**config.mk**
```make
export PLATFORM = sky130hd
export DESIGN_NAME = viterbi_decoder_param
export DESIGN_NICKNAME = d
export VERILOG_FILES = /design/src/rtl/viterbi_decoder_param.sv
export SDC_FILE = /design/constraint.sdc
export NUM_CORES = 1
export LEC_CHECK = 0
export ABC_CLOCK_PERIOD_IN_PS = 17300
export CAP_MARGIN = 15
export CORE_MARGIN = 5
export CORE_UTILIZATION = 55
export DETAILED_ROUTE_END_ITERATION = 8
export GPL_TIMING_DRIVEN = 0
export MAX_ROUTING_LAYER = met4
export PLACE_DENSITY = 0.73
export SYNTH_ARGS = -nofsm -noshare
export SYNTH_HDL_FRONTEND = slang
export SYNTH_SLANG_ARGS = --single-unit
```
**constraint.sdc**
```tcl
create_clock -name clk -period 17.3 [get_ports clk]
set_input_delay 1.73 -clock clk [delete_from_list [all_inputs] [get_ports clk]]
set_output_delay 1.73 -clock clk [all_outputs]
set_load 0.02 [all_outputs]
```
**src/rtl/viterbi_decoder_param.sv**
```systemverilog
// Hard-decision rate-1/2 Viterbi decoder with full add-compare-select and
// register-exchange survivors; valid/ready handshake on input and output.
module viterbi_decoder_param #(
  parameter int             K        = 3,
  parameter logic [K-1:0]   G0       = 3'b111,
  parameter logic [K-1:0]   G1       = 3'b101,
  parameter int             TB_DEPTH = 15,
  parameter int             METRIC_W = 6
) (
  input  logic                clk,
  input  logic                reset,
  input  logic                in_valid,
  output logic                in_ready,
  input  logic [1:0]          in_sym,
  output logic                out_valid,
  input  logic                out_ready,
  output logic                out_bit,
  output logic [METRIC_W-1:0] out_metric
);

  localparam int SW = K - 1;
  localparam int NS = 1 << SW;
  localparam int CW = $clog2(TB_DEPTH + 1);

  localparam logic [METRIC_W-1:0] PM_MAX    = {METRIC_W{1'b1}};
  localparam logic [METRIC_W-1:0] PM_INIT   = {1'b1, {(METRIC_W-1){1'b0}}};
  localparam logic [CW-1:0]       FILL_FULL = CW'(TB_DEPTH);
  localparam logic [CW-1:0]       FILL_LAST = CW'(TB_DEPTH - 1);

  logic [METRIC_W-1:0] pm       [NS];
  logic [METRIC_W-1:0] pm_norm  [NS];
  logic [METRIC_W-1:0] pm_new   [NS];
  logic [TB_DEPTH-1:0] path     [NS];
  logic [TB_DEPTH-1:0] path_new [NS];
  logic [METRIC_W-1:0] pm_min;
  logic [METRIC_W-1:0] best_m;
  logic [SW-1:0]       best_st;
  logic [CW-1:0]       fill;
  logic                accept;
  logic                load;

  // Hamming distance between the received pair and the branch the encoder
  // would emit leaving state ps with input u.
  function automatic logic [1:0] branch_metric(input logic [SW-1:0] ps,
                                               input logic          u,
                                               input logic [1:0]    sym);
    logic [K-1:0] sr;
    logic [1:0]   diff;
    sr   = {u, ps};
    diff = sym ^ {^(sr & G0), ^(sr & G1)};
    return {1'b0, diff[1]} + {1'b0, diff[0]};
  endfunction

  function automatic logic [METRIC_W-1:0] sat_add(input logic [METRIC_W-1:0] a,
                                                  input logic [1:0]          b);
    logic [METRIC_W:0] sum;
    sum = {1'b0, a} + {{(METRIC_W-1){1'b0}}, b};
    return sum[METRIC_W] ? PM_MAX : sum[METRIC_W-1:0];
  endfunction

  always_comb begin
    pm_min = pm[0];
    for (int i = 1; i < NS; i++) begin
      if (pm[i] < pm_min) pm_min = pm[i];
    end
    for (int i = 0; i < NS; i++) begin
      pm_norm[i] = pm[i] - pm_min;
    end
  end

  // ACS: ties between the two predecessors resolve to the b=0 branch.
  always_comb begin
    logic [SW-1:0]       ns;
    logic [SW-1:0]       ps0;
    logic [SW-1:0]       ps1;
    logic [METRIC_W-1:0] cand0;
    logic [METRIC_W-1:0] cand1;
    logic                take1;
    ns    = '0;
    ps0   = '0;
    ps1   = '0;
    cand0 = '0;
    cand1 = '0;
    take1 = 1'b0;
    for (int i = 0; i < NS; i++) begin
      ns    = SW'(i);
      ps0   = {ns[SW-2:0], 1'b0};
      ps1   = {ns[SW-2:0], 1'b1};
      cand0 = sat_add(pm_norm[ps0], branch_metric(ps0, ns[SW-1], in_sym));
      cand1 = sat_add(pm_norm[ps1], branch_metric(ps1, ns[SW-1], in_sym));
      take1 = cand1 < cand0;
      pm_new[i]   = take1 ? cand1 : cand0;
      path_new[i] = take1 ? {path[ps1][TB_DEPTH-2:0], ns[SW-1]}
                          : {path[ps0][TB_DEPTH-2:0], ns[SW-1]};
    end
  end

  always_comb begin
    best_st = '0;
    best_m  = pm_new[0];
    for (int i = 1; i < NS; i++) begin
      if (pm_new[i] < best_m) begin
        best_m  = pm_new[i];
        best_st = SW'(i);
      end
    end
  end

  assign in_ready = !out_valid || out_ready;
  assign accept   = in_valid && in_ready;
  assign load     = accept && (fill >= FILL_LAST);

  always_ff @(posedge clk) begin
    if (reset) begin
      for (int i = 0; i < NS; i++) begin
        pm[i]   <= (i == 0) ? '0 : PM_INIT;
        path[i] <= '0;
      end
      fill       <= '0;
      out_valid  <= 1'b0;
      out_bit    <= 1'b0;
      out_metric <= '0;
    end else begin
      if (accept) begin
        for (int i = 0; i < NS; i++) begin
          pm[i]   <= pm_new[i];
          path[i] <= path_new[i];
        end
        if (fill != FILL_FULL) fill <= fill + 1'b1;
      end
      if (load) begin
        out_valid  <= 1'b1;
        out_bit    <= path_new[best_st][TB_DEPTH-1];
        out_metric <= best_m;
      end else if (out_ready) begin
        out_valid <= 1'b0;
      end
    end
  end

endmodule

```
# == Word-level counts from Yosys, hierarchy flattened ==
# Memory sizes are Yosys's and may differ from the RTL's.
# Index checks and enable logic that the tools add are counted.
# op_classes
n_reduce_logical,6
n_mux,43
mul,0
bitwise,12
n_eq_ne,1
add_sub_neg,17
order_cmp,12
div_mod_pow,0
shift,0
# op_table
cell,n
$mux W15,10
$mux W6,22
$lt A6 B6 Y1,10
$add A6 B2 Y7,8
$bmux W15 S2,1
$sub A6 B6 Y6,4
$add A1 B1 Y2,4
$mux W1,8
$or A1 B1 Y1,8
$add A4 B1 Y4 const B,1
$ge A4 B4 Y1 const B,1
$mux W2,2
$ne A4 B4 Y1 const B,1
$ge A3 B3 Y1 const B,1
$not A2 Y3,1
$logic_and A1 B1 Y1,2
$not A1 Y1,2
$not A2 Y2,1
$reduce_and A2 Y1,1
$reduce_bool A2 Y1,1
$logic_not A1 Y1,1
$logic_or A1 B1 Y1,1
# totals
out_inout_bits,9
regBits,12
elab_cells,97
latch_bits,0
input_bits,6
ramBits,84
n_memories,2
mem_bits_ro,0
# memory_table
name,depth,width,read_ports,rd_ports_with_merged_regs,wr,line_no,text
path,4,15,4,0,4,33,logic [TB_DEPTH-1:0] path [NS];
pm,4,6,4,0,4,30,logic [METRIC_W-1:0] pm [NS];

# == Logic depth before layout (Yosys ltp) ==
# Gate-level depths: netlist of run 1.
# An unclocked memory read counts as a cell.
# depth
ltp_word,22
depth_mapped,71

# == Worst setup path before layout of run 1 ==
# OpenSTA, ideal clock, no wires.
# synth_timing
path_kind,register to register
from,memory pm[0][3]
to,register out_metric[3]
path_slack_ns,4.236
stages_incl_launch_ff,64
synth_period_minus_slack_ns,13.064
t_arrival_ns,12.973
path_buffers,4
setup_time_ns,0.091
cell_sequence,edfxtp_1 -> buf_2 -> inv_1 -> ha_1 -> a21oi_2 -> o21ai_2 -> a21oi_2 -> nor2_1 -> a21oi_1 -> ha_1 -> a21oi_1 -> a2111oi_4 -> a221oi_2 -> a21oi_1 -> a21o_2 -> a21o_1 -> ha_1 -> or3_1 -> [... 28 more ...] -> nand2b_1 -> mux2i_1 -> inv_1 -> ha_1 -> inv_1 -> a221oi_1 -> nor3_1 -> o211ai_4 -> mux2_2 -> ha_1 -> and4_1 -> a211oi_1 -> nor2b_1 -> nand4b_1 -> nand3_1 -> buf_2 -> nand2_1 -> a311oi_1
# synth_lines
item,line_no,text
start: declaration,30,
end signal: assignment,134,out_metric <= best_m;
end: declaration,18,output logic [METRIC_W-1:0] out_metric

==> out/metrics.cfg, run 1 <==
[status]
outcome=completed

[clock_tree]
cts_num_sinks=88
cts.htree.levels=3
clk_latency_ns=0.34
tritoncts=yes
cts-root-buf=clkbuf_16
clock_path_buffers=2
post_cts_buffers=0
path_clk_slew_ns=0.07
cts_buffers=9
postCtsHoldBufs=0
cts-resized-gates=0

[floorplanning]
pin_count=15
rows=46
start_util_pct=56.40
dieHeight_um=137.9
die_width_um=137.9
die_area_um2=19000
coreArea_um2=15940

[worst_setup_path]
cp.arrival_ns=16.31
critPathKind=reg2reg
crit_path_start_kind=flop
critPathMaxFanout=10
cpPeakStageDelay_ns=0.48
rrSetupSlack_ns=1.24
crit_required_ns=17.55
cp_common_cell=ha_1
crit_slowest_cell=nor3_4
cp-end-kind=flop

[global_routing]
grt_max_degree=76
grt_pass1_wl_um=40060
antenna_found_initial=0
grt.overflow.total=0
grt_pass1_vias=7710
grt_usage_pct=27.58

[placement]
portBuffers=14
dp_hpwl_um=19530
place.gp.congestion=0.9908

[route]
wirelength_um=24890
drtPass1Iterations=5
vias=8018
drt_iter0_markers=704
wl_met1_um=10920
antenna_left=0
top_layer=met4
dr_wl_met3_um=1483
routedWlPerCell_um=19.52
drt_drc_violations_left=0
met2_length_um=11520
vias_per_cell=6.289

[yosys]
syn-cell-area_um2=8991
async_flop_share_pct=0
synth_cell_types=95
synth_seq_cells=88
avgSynthCellArea_um2=8.729
synth-edff-count=75
netlist_instances=1030
synth_nets=1115
yosysSeqAreaShare_pct=27.94
ys.warnings.count=0
synthFlopType=edfxtp_1

[sta]
fin_crit_sh_pct=92.83
fmax_mhz=62.27
clock_skew_ns=0.006843
setup_viol=0
drv_slew=0
rsz0062_at_grt=no
worst_pin_slew_ns=0.9955
hold_viol_final=0
max_slew_margin_pct=33.63
post-route-min-period_ns=16.06
setup_tns_ns=0

[final_layout]
fill_cells=1401
final_common_cell=nor2_1
multi_input_area_um2=6102
layout_common_cells=nor2_1 (149), a21oi_1 (79), edfxtp_1 (75), mux2i_1 (72), ha_1 (71)
finalNetCount=1139
diodes=0
seq_area_um2=2512
drive_above_1_share_pct=9.254
syn_to_final_growth_pct=8.141

[run]
cap_violations=0

[worst_hold_path]
hp-class=reg2reg

## state kept, by name, summed over array words and instances (netlist names)
register and flops:
out_metric 6, pm 24, path 52, out_valid 1, fill 4, out_bit 1
## synthesized netlist by cell type (20+ instances only)
cell      count  share of area (%)
o21ai_0      36                2.0
edfxtp_1     75                 25
nor3_1       20                1.1
a21oi_1      79                4.4
and2_1       23                1.6
ha_1         71                9.9
nor2_1      150                6.3
nand3_1      23                1.3
mux2i_1      72                8.0
xnor2_1      33                3.2
nand2_1      60                2.5
inv_1        61                2.5
## area by class of cell
cell class / instances / share of cell area (%)
buffer: 37 / 1.686
clock buffer: 9 / 2.316
clock inverter: 7 / 0.7850
inverter: 62 / 2.394
multi-input combinational: 842 / 62.76
sequential: 88 / 25.84
tap: 216 / 2.780
timing repair buffer: 14 / 1.441
## path summary, 6_finish.rpt
path                            from                         end  depth (start not counted)
max reg2reg   pm[0][2]$_SDFFCE_PN0P_  out_metric[3]$_SDFFE_PP0P_                         67
max           pm[0][2]$_SDFFCE_PN0P_  out_metric[3]$_SDFFE_PP0P_                         67
min          path[2][0]$_SDFFE_PP1P_     path[2][0]$_SDFFE_PP1P_                          2
min reg2reg  path[2][0]$_SDFFE_PP1P_     path[2][0]$_SDFFE_PP1P_                          2
## worst max-delay path, delay by kind of cell, from the launching register on
family / cells / cell delay, ns
buffers and inverters: 9 / 1.44
adders and majority gates: 9 / 2.61
xor gates and xnor gates: 1 / 0.47
AOI/OAI and AO/OA: 31 / 7.81
muxes: 2 / 0.63
DFF: 1 / 0.37
and+or+nand+nor: 15 / 2.62
## kinds of logic (layout without fill, tap and decap cells)
| group | after synthesis | after routing | share of synthesized area (%) |
|---|---|---|---|
| simple gates | 347 | 347 | 18.17 |
| compound gates | 282 | 282 | 23.20 |
| buf+inv | 100 | 129 | 4.453 |
| fa+ha+maj | 88 | 88 | 12.69 |
| flops | 88 | 88 | 27.94 |
| mux | 82 | 82 | 9.352 |
| xor+xnor | 43 | 43 | 4.189 |
## layer usage
metal	global-route usage, %	up-vias
met1	36.31	3803
li1	-	3848
met4	10.15	0
met2	44.09	312
met3	3.229	55
met5	-	-
## through the flow
stage	util [%]	setup WS (ns)	hold slack [ns]	cells	cell area (µm²)
after floorplan	-	4.236	0.4377	1030	8991
after global placement	58.97	1.343	0.4623	1260	9402
after detailed placement	59.02	1.299	0.4867	1260	9409
after CTS	60.91	1.099	0.5086	1276	9711
after global routing	60.99	0.1585	0.5377	1275	9723
final	60.99	1.241	0.5103	1275	9723
Power of run 1 is left out: the tool's default activity adds up to more than one toggle a clock period on the data nets, which glitch-free logic cannot reach.
==> run 2, diff against run 1 <==
--- a/config.mk
+++ b/config.mk
@@ -10,9 +10,8 @@
 export CORE_MARGIN = 5
 export CORE_UTILIZATION = 55
 export DETAILED_ROUTE_END_ITERATION = 8
-export GPL_TIMING_DRIVEN = 0
 export MAX_ROUTING_LAYER = met4
-export PLACE_DENSITY = 0.73
+export PLACE_DENSITY = 0.72
 export SYNTH_ARGS = -nofsm -noshare
 export SYNTH_HDL_FRONTEND = slang
 export SYNTH_SLANG_ARGS = --single-unit
==> out/metrics.cfg, run 2 (same netlist as run 1, synthesis figures left out) <==
[placement]
placed_cell_area_um2=9255  ; -1.6%
dp_cells=1223  ; -2.9%
dp_hpwl_um=17890  ; -8.4%
place.gp.congestion=0.9846  ; -0.63%
portBuffers=14  ; unchanged

[clock_tree]
cts.htree.levels=3  ; unchanged
tritoncts=yes
cts-root-buf=clkbuf_16
cts_buffers=9  ; unchanged
clock_path_buffers=2  ; unchanged
postCtsHoldBufs=0  ; unchanged
post_cts_buffers=0  ; unchanged
clk_latency_ns=0.35  ; about the same
path_clk_slew_ns=0.07  ; about the same
cts_num_sinks=88  ; unchanged
cts-resized-gates=0  ; unchanged

[route]
antenna_left=0  ; unchanged
drtPass1Iterations=6  ; +1
routedWlPerCell_um=18.92  ; -3.1%
wirelength_um=23440  ; -5.8%
drt_iter0_markers=776  ; +10%
vias=7810  ; -2.6%
drt_drc_violations_left=0  ; unchanged
vias_per_cell=6.303  ; +0.24%

[floorplanning]
die_width_um=137.9  ; unchanged
coreArea_um2=15940  ; unchanged
rows=46  ; unchanged
die_area_um2=19000  ; unchanged
start_util_pct=56.40  ; unchanged
dieHeight_um=137.9  ; unchanged
pin_count=15  ; unchanged

[final_layout]
final_common_cell=nor2_1
finalNetCount=1103  ; -3.2%
multi_input_area_um2=6092  ; -0.16%
fin_area_um2=9557  ; -1.7%
seq_area_um2=2512  ; unchanged
regMostFlops=path
finalCoreUtilization_pct=59.94  ; -1.0 points
syn_to_final_growth_pct=6.290
reg.largest.list=path (52), pm (24), out_metric (6)
stdcell_count=1239  ; -2.8%
drive_above_1_share_pct=8.113  ; -1.1 points
largest_register_ffs=52  ; unchanged
layout_common_cells=nor2_1 (149), a21oi_1 (78), edfxtp_1 (75), mux2i_1 (72), ha_1 (71)
fill_cells=1408  ; +0.50%
diodes=0  ; unchanged

[worst_setup_path]
crit_slowest_cell=o41ai_1
cp-end-kind=flop
crit_path_start_kind=flop
cp.arrival_ns=16.01  ; -0.30 ns
crit_required_ns=17.55  ; about the same
critPathKind=reg2reg
critPathMaxFanout=18  ; +8
cpPeakStageDelay_ns=0.88  ; +0.40 ns

[global_routing]
antenna_found_initial=0  ; unchanged
grt_usage_pct=25.58  ; -2.0 points
grt_max_degree=76  ; unchanged
grt.overflow.total=0  ; unchanged
grt_pass1_vias=7347  ; -4.7%
grt_pass1_wl_um=37400  ; -6.6%

[sta]
fin_crit_sh_pct=91.13  ; -1.7 points
max_slew_margin_pct=21.73  ; -12 points
rsz0062_at_grt=no
fmax_mhz=63.43  ; +1.9%
worst_pin_slew_ns=1.170  ; +0.1741 ns
setup_viol=0  ; unchanged
drv_slew=0  ; unchanged
post-route-min-period_ns=15.77  ; -0.2941 ns
hold_viol_final=0  ; unchanged
setup_tns_ns=0  ; unchanged
clock_skew_ns=0.01059  ; +0.003745 ns

[worst_hold_path]
hp-class=reg2reg

[run]
cap_violations=0  ; unchanged

[status]
outcome=completed

[run 2: per-layer routing]
metal  GRT usage [%]  part of all wire (%)
met1           34.65                    46
met2           40.59                    46
met3           2.649                   5.3
met4           8.288                   2.5
met5               -                     0
[run 2: metrics by stage]
stage	hold WS [ns]	setup WS (ns)
final	0.4681	1.535
after global routing	0.5038	0.1731
after CTS	0.4655	1.756
after detailed placement	0.4550	1.836
after global placement	0.4524	1.994
after floorplan	0.4377	4.236
[run 2: path summary, 6_finish.rpt]
kind                                start                         end  slack (ns)  depth (start not counted)
hold / removal    path[2][0]$_SDFFE_PP1P_     path[2][0]$_SDFFE_PP1P_        0.47                          2
hold reg to reg   path[2][0]$_SDFFE_PP1P_     path[2][0]$_SDFFE_PP1P_        0.47                          2
setup / recovery   pm[0][2]$_SDFFCE_PN0P_  out_metric[1]$_SDFFE_PP0P_        1.53                         62
setup reg to reg   pm[0][2]$_SDFFCE_PN0P_  out_metric[1]$_SDFFE_PP0P_        1.53                         62
[run 2: layout make-up]
type	instances	area share (%)
clock buffers	9	2.357
clock inverters	7	0.7986
inverters	62	2.435
multi-input cells	842	63.75
flip-flops and latches	88	26.29
well taps	216	2.828
repair buffers	15	1.545
[run 2: worst max-delay path, delay by kind of cell (launching register included)]
kind / cells / cell delay, ns
adder cells (fa/ha/maj): 8 / 2.41
AO/OA/AOI/OAI: 31 / 8.27
multiplexers: 2 / 0.60
flip-flops: 1 / 0.57
AND/OR/NAND/NOR: 16 / 3.10
buffers and inverters: 5 / 0.68
Power of run 2 is left out for the same reason.
==> edit (flow settings as in run 2) <==
The parameter `G0` goes from 3'b111 to 3'b011.
--- a/src/rtl/viterbi_decoder_param.sv
+++ b/src/rtl/viterbi_decoder_param.sv
@@ -2,7 +2,7 @@
 // register-exchange survivors; valid/ready handshake on input and output.
 module viterbi_decoder_param #(
   parameter int             K        = 3,
-  parameter logic [K-1:0]   G0       = 3'b111,
+  parameter logic [K-1:0]   G0       = 3'b011,
   parameter logic [K-1:0]   G1       = 3'b101,
   parameter int             TB_DEPTH = 15,
   parameter int             METRIC_W = 6
Function: same outputs for any inputs over 10 cycles, from zero or initial values and one cycle with reset high; that may be too few to reach the edited logic, so the function may still have changed.
==> edit against run 2 <==
- wire length rose by 4.8%
- setup slack improved by 0.23 ns
- global-route usage decreased by 0.12 points
- area after synthesis up 3.2%
- design area increased by 3.9%
- synthesized cell count increased by 2.8%
- sequential cell count is the same
- maximum frequency increased by 1.5%
Power is not shown: default switching activity piles up to over one toggle a cycle in this logic, so the estimate is an artifact.
==> edit: results (changes against run 2) <==
* Synth Instances at 1,059 (was 1,030)
* Initial DRC Count at 955 (was 776)
* Setup TNS at 0 ns (unchanged)
* Post-synthesis sequential area ratio at 27.08% (was 27.94%)
* Clock transition at path regs at ~0.080 ns
* Routability cong. at 0.9348 (was 0.9846)
* Status: complete, no violations (unchanged)
* DPL Wire Length at 18.69 mm (was 17.89 mm)
* DR pass1 iterations at 5 (was 6)
* First-pass GRT wire length at 39.76 mm (was 37.40 mm)
* GRT Resource Usage Total at 25.47% (was 25.58%)
* Share of cells above drive strength 1 at 9.211% (was 8.113%)
* Rel. slew slack at 30.70% (was 21.73%)
* YS warnings at 0 (unchanged)
* Ys flop type: edfxtp_1 (unchanged)
* Initial antenna violation count at 0 (unchanged)
* Max Root-Sink Buffers at 2 (unchanged)
* Fill cells at 1,515 (was 1,408)
* Drc violations at 0 (unchanged)
* Synth cell types at 99 (was 95)
* CP max-delay cell: nor3_1 (was o41ai_1)
* Synth area leaders: edfxtp_1, ha_1, mux2i_1 (unchanged)
* Vias/cell at 6.257 (was 6.303)
* CTS Buf Count at 9 (unchanged)
* Synthesized Nets at 1,148 (was 1,115)
* Biggest register: path (unchanged)
* CP max FO at 18 (unchanged)
* Most frequent cells after synthesis: nor2_1, edfxtp_1, ha_1 (was nor2_1, a21oi_1, edfxtp_1)
* Largest regs: path x52, pm x24, out_metric x6 (unchanged)
* Vias in the first global route at 7,624 (was 7,347)
* N_diodes at 0 (unchanged)
* Number of synthesized flops with an enable pin at 75 (unchanged)
* Post-route insts no fill at 1,284 (was 1,239)
* Buffers inserted by post-CTS timing repair at 0 (unchanged)
* DR WL/cell at 19.14 um (was 18.92 um)
* Setup Skew at 0.01333 ns (was 0.01059 ns)
* Slowest cell delay on critical path at 0.72 ns (was 0.88 ns)
==> edit: layer usage <==
| layer | wire [um] | track usage (%) | share of wire, % | vias to the layer above |
|---|---|---|---|---|
| met4 | 613 | 7.343 | 2.5 | 0 |
| met3 | 1380 | 2.539 | 5.6 | 34 |
| li1 | - | - | - | 3933 |
| met1 | 11140 | 34.80 | 45 | 3795 |
| met5 | 0 | - | 0 | - |
| met2 | 11440 | 40.47 | 47 | 272 |
==> edit: path summary, 6_finish.rpt <==
kind                            startpoint            end  slack (ns)  depth (start not counted)
worst min-delay path            path[2][0]     path[2][0]        0.47                          2
worst max-delay path              pm[1][3]  out_metric[3]        1.76                         60
worst max register to register    pm[1][3]  out_metric[3]        1.76                         60
worst min register to register  path[2][0]     path[2][0]        0.47                          2
==> edit: cells by family after synthesis <==
kind of cell / synth area share, %
XOR/XNOR: 3.290
multiplexers: 9.439
buffers and inverters: 4.248
AO/OA/AOI/OAI: 23.88
adder cells (fa/ha/maj): 12.30
flip-flops: 27.08
AND/OR/NAND/NOR: 19.77
==> edit: layout make-up <==
class	count	area share (%)
clock buffer	9	2.269
inverter	69	2.609
clock inverter	7	0.8697
tap	220	2.773
timing repair buffer	20	1.865
multi-input combinational	871	64.31
sequential	88	25.31
==> edit: stage by stage <==
| stage | setup WS (ns) | hold slack, ns | area (um^2) |
|---|---|---|---|
| 3_5_place_dp | 2.032 | 0.4668 | 9615 |
| 4_1_cts | 1.976 | 0.4777 | 9927 |
| 3_3_place_gp | 2.362 | 0.4588 | 9615 |
| 2_1_floorplan | 3.840 | 0.4380 | 9279 |
| 5_1_grt | 0.5608 | 0.5049 | 9927 |
| 6_report | 1.761 | 0.4688 | 9927 |
==> edit: worst max-delay path, delay by kind of cell (launching register included) <==
| kind | cells | cell delay (ns) |
|---|---|---|
| flops | 1 | 0.58 |
| simple gates | 15 | 3.74 |
| mux | 4 | 1.35 |
| compound gates | 28 | 6.35 |
| fa+ha+maj | 9 | 2.86 |
| buf+inv | 4 | 0.52 |
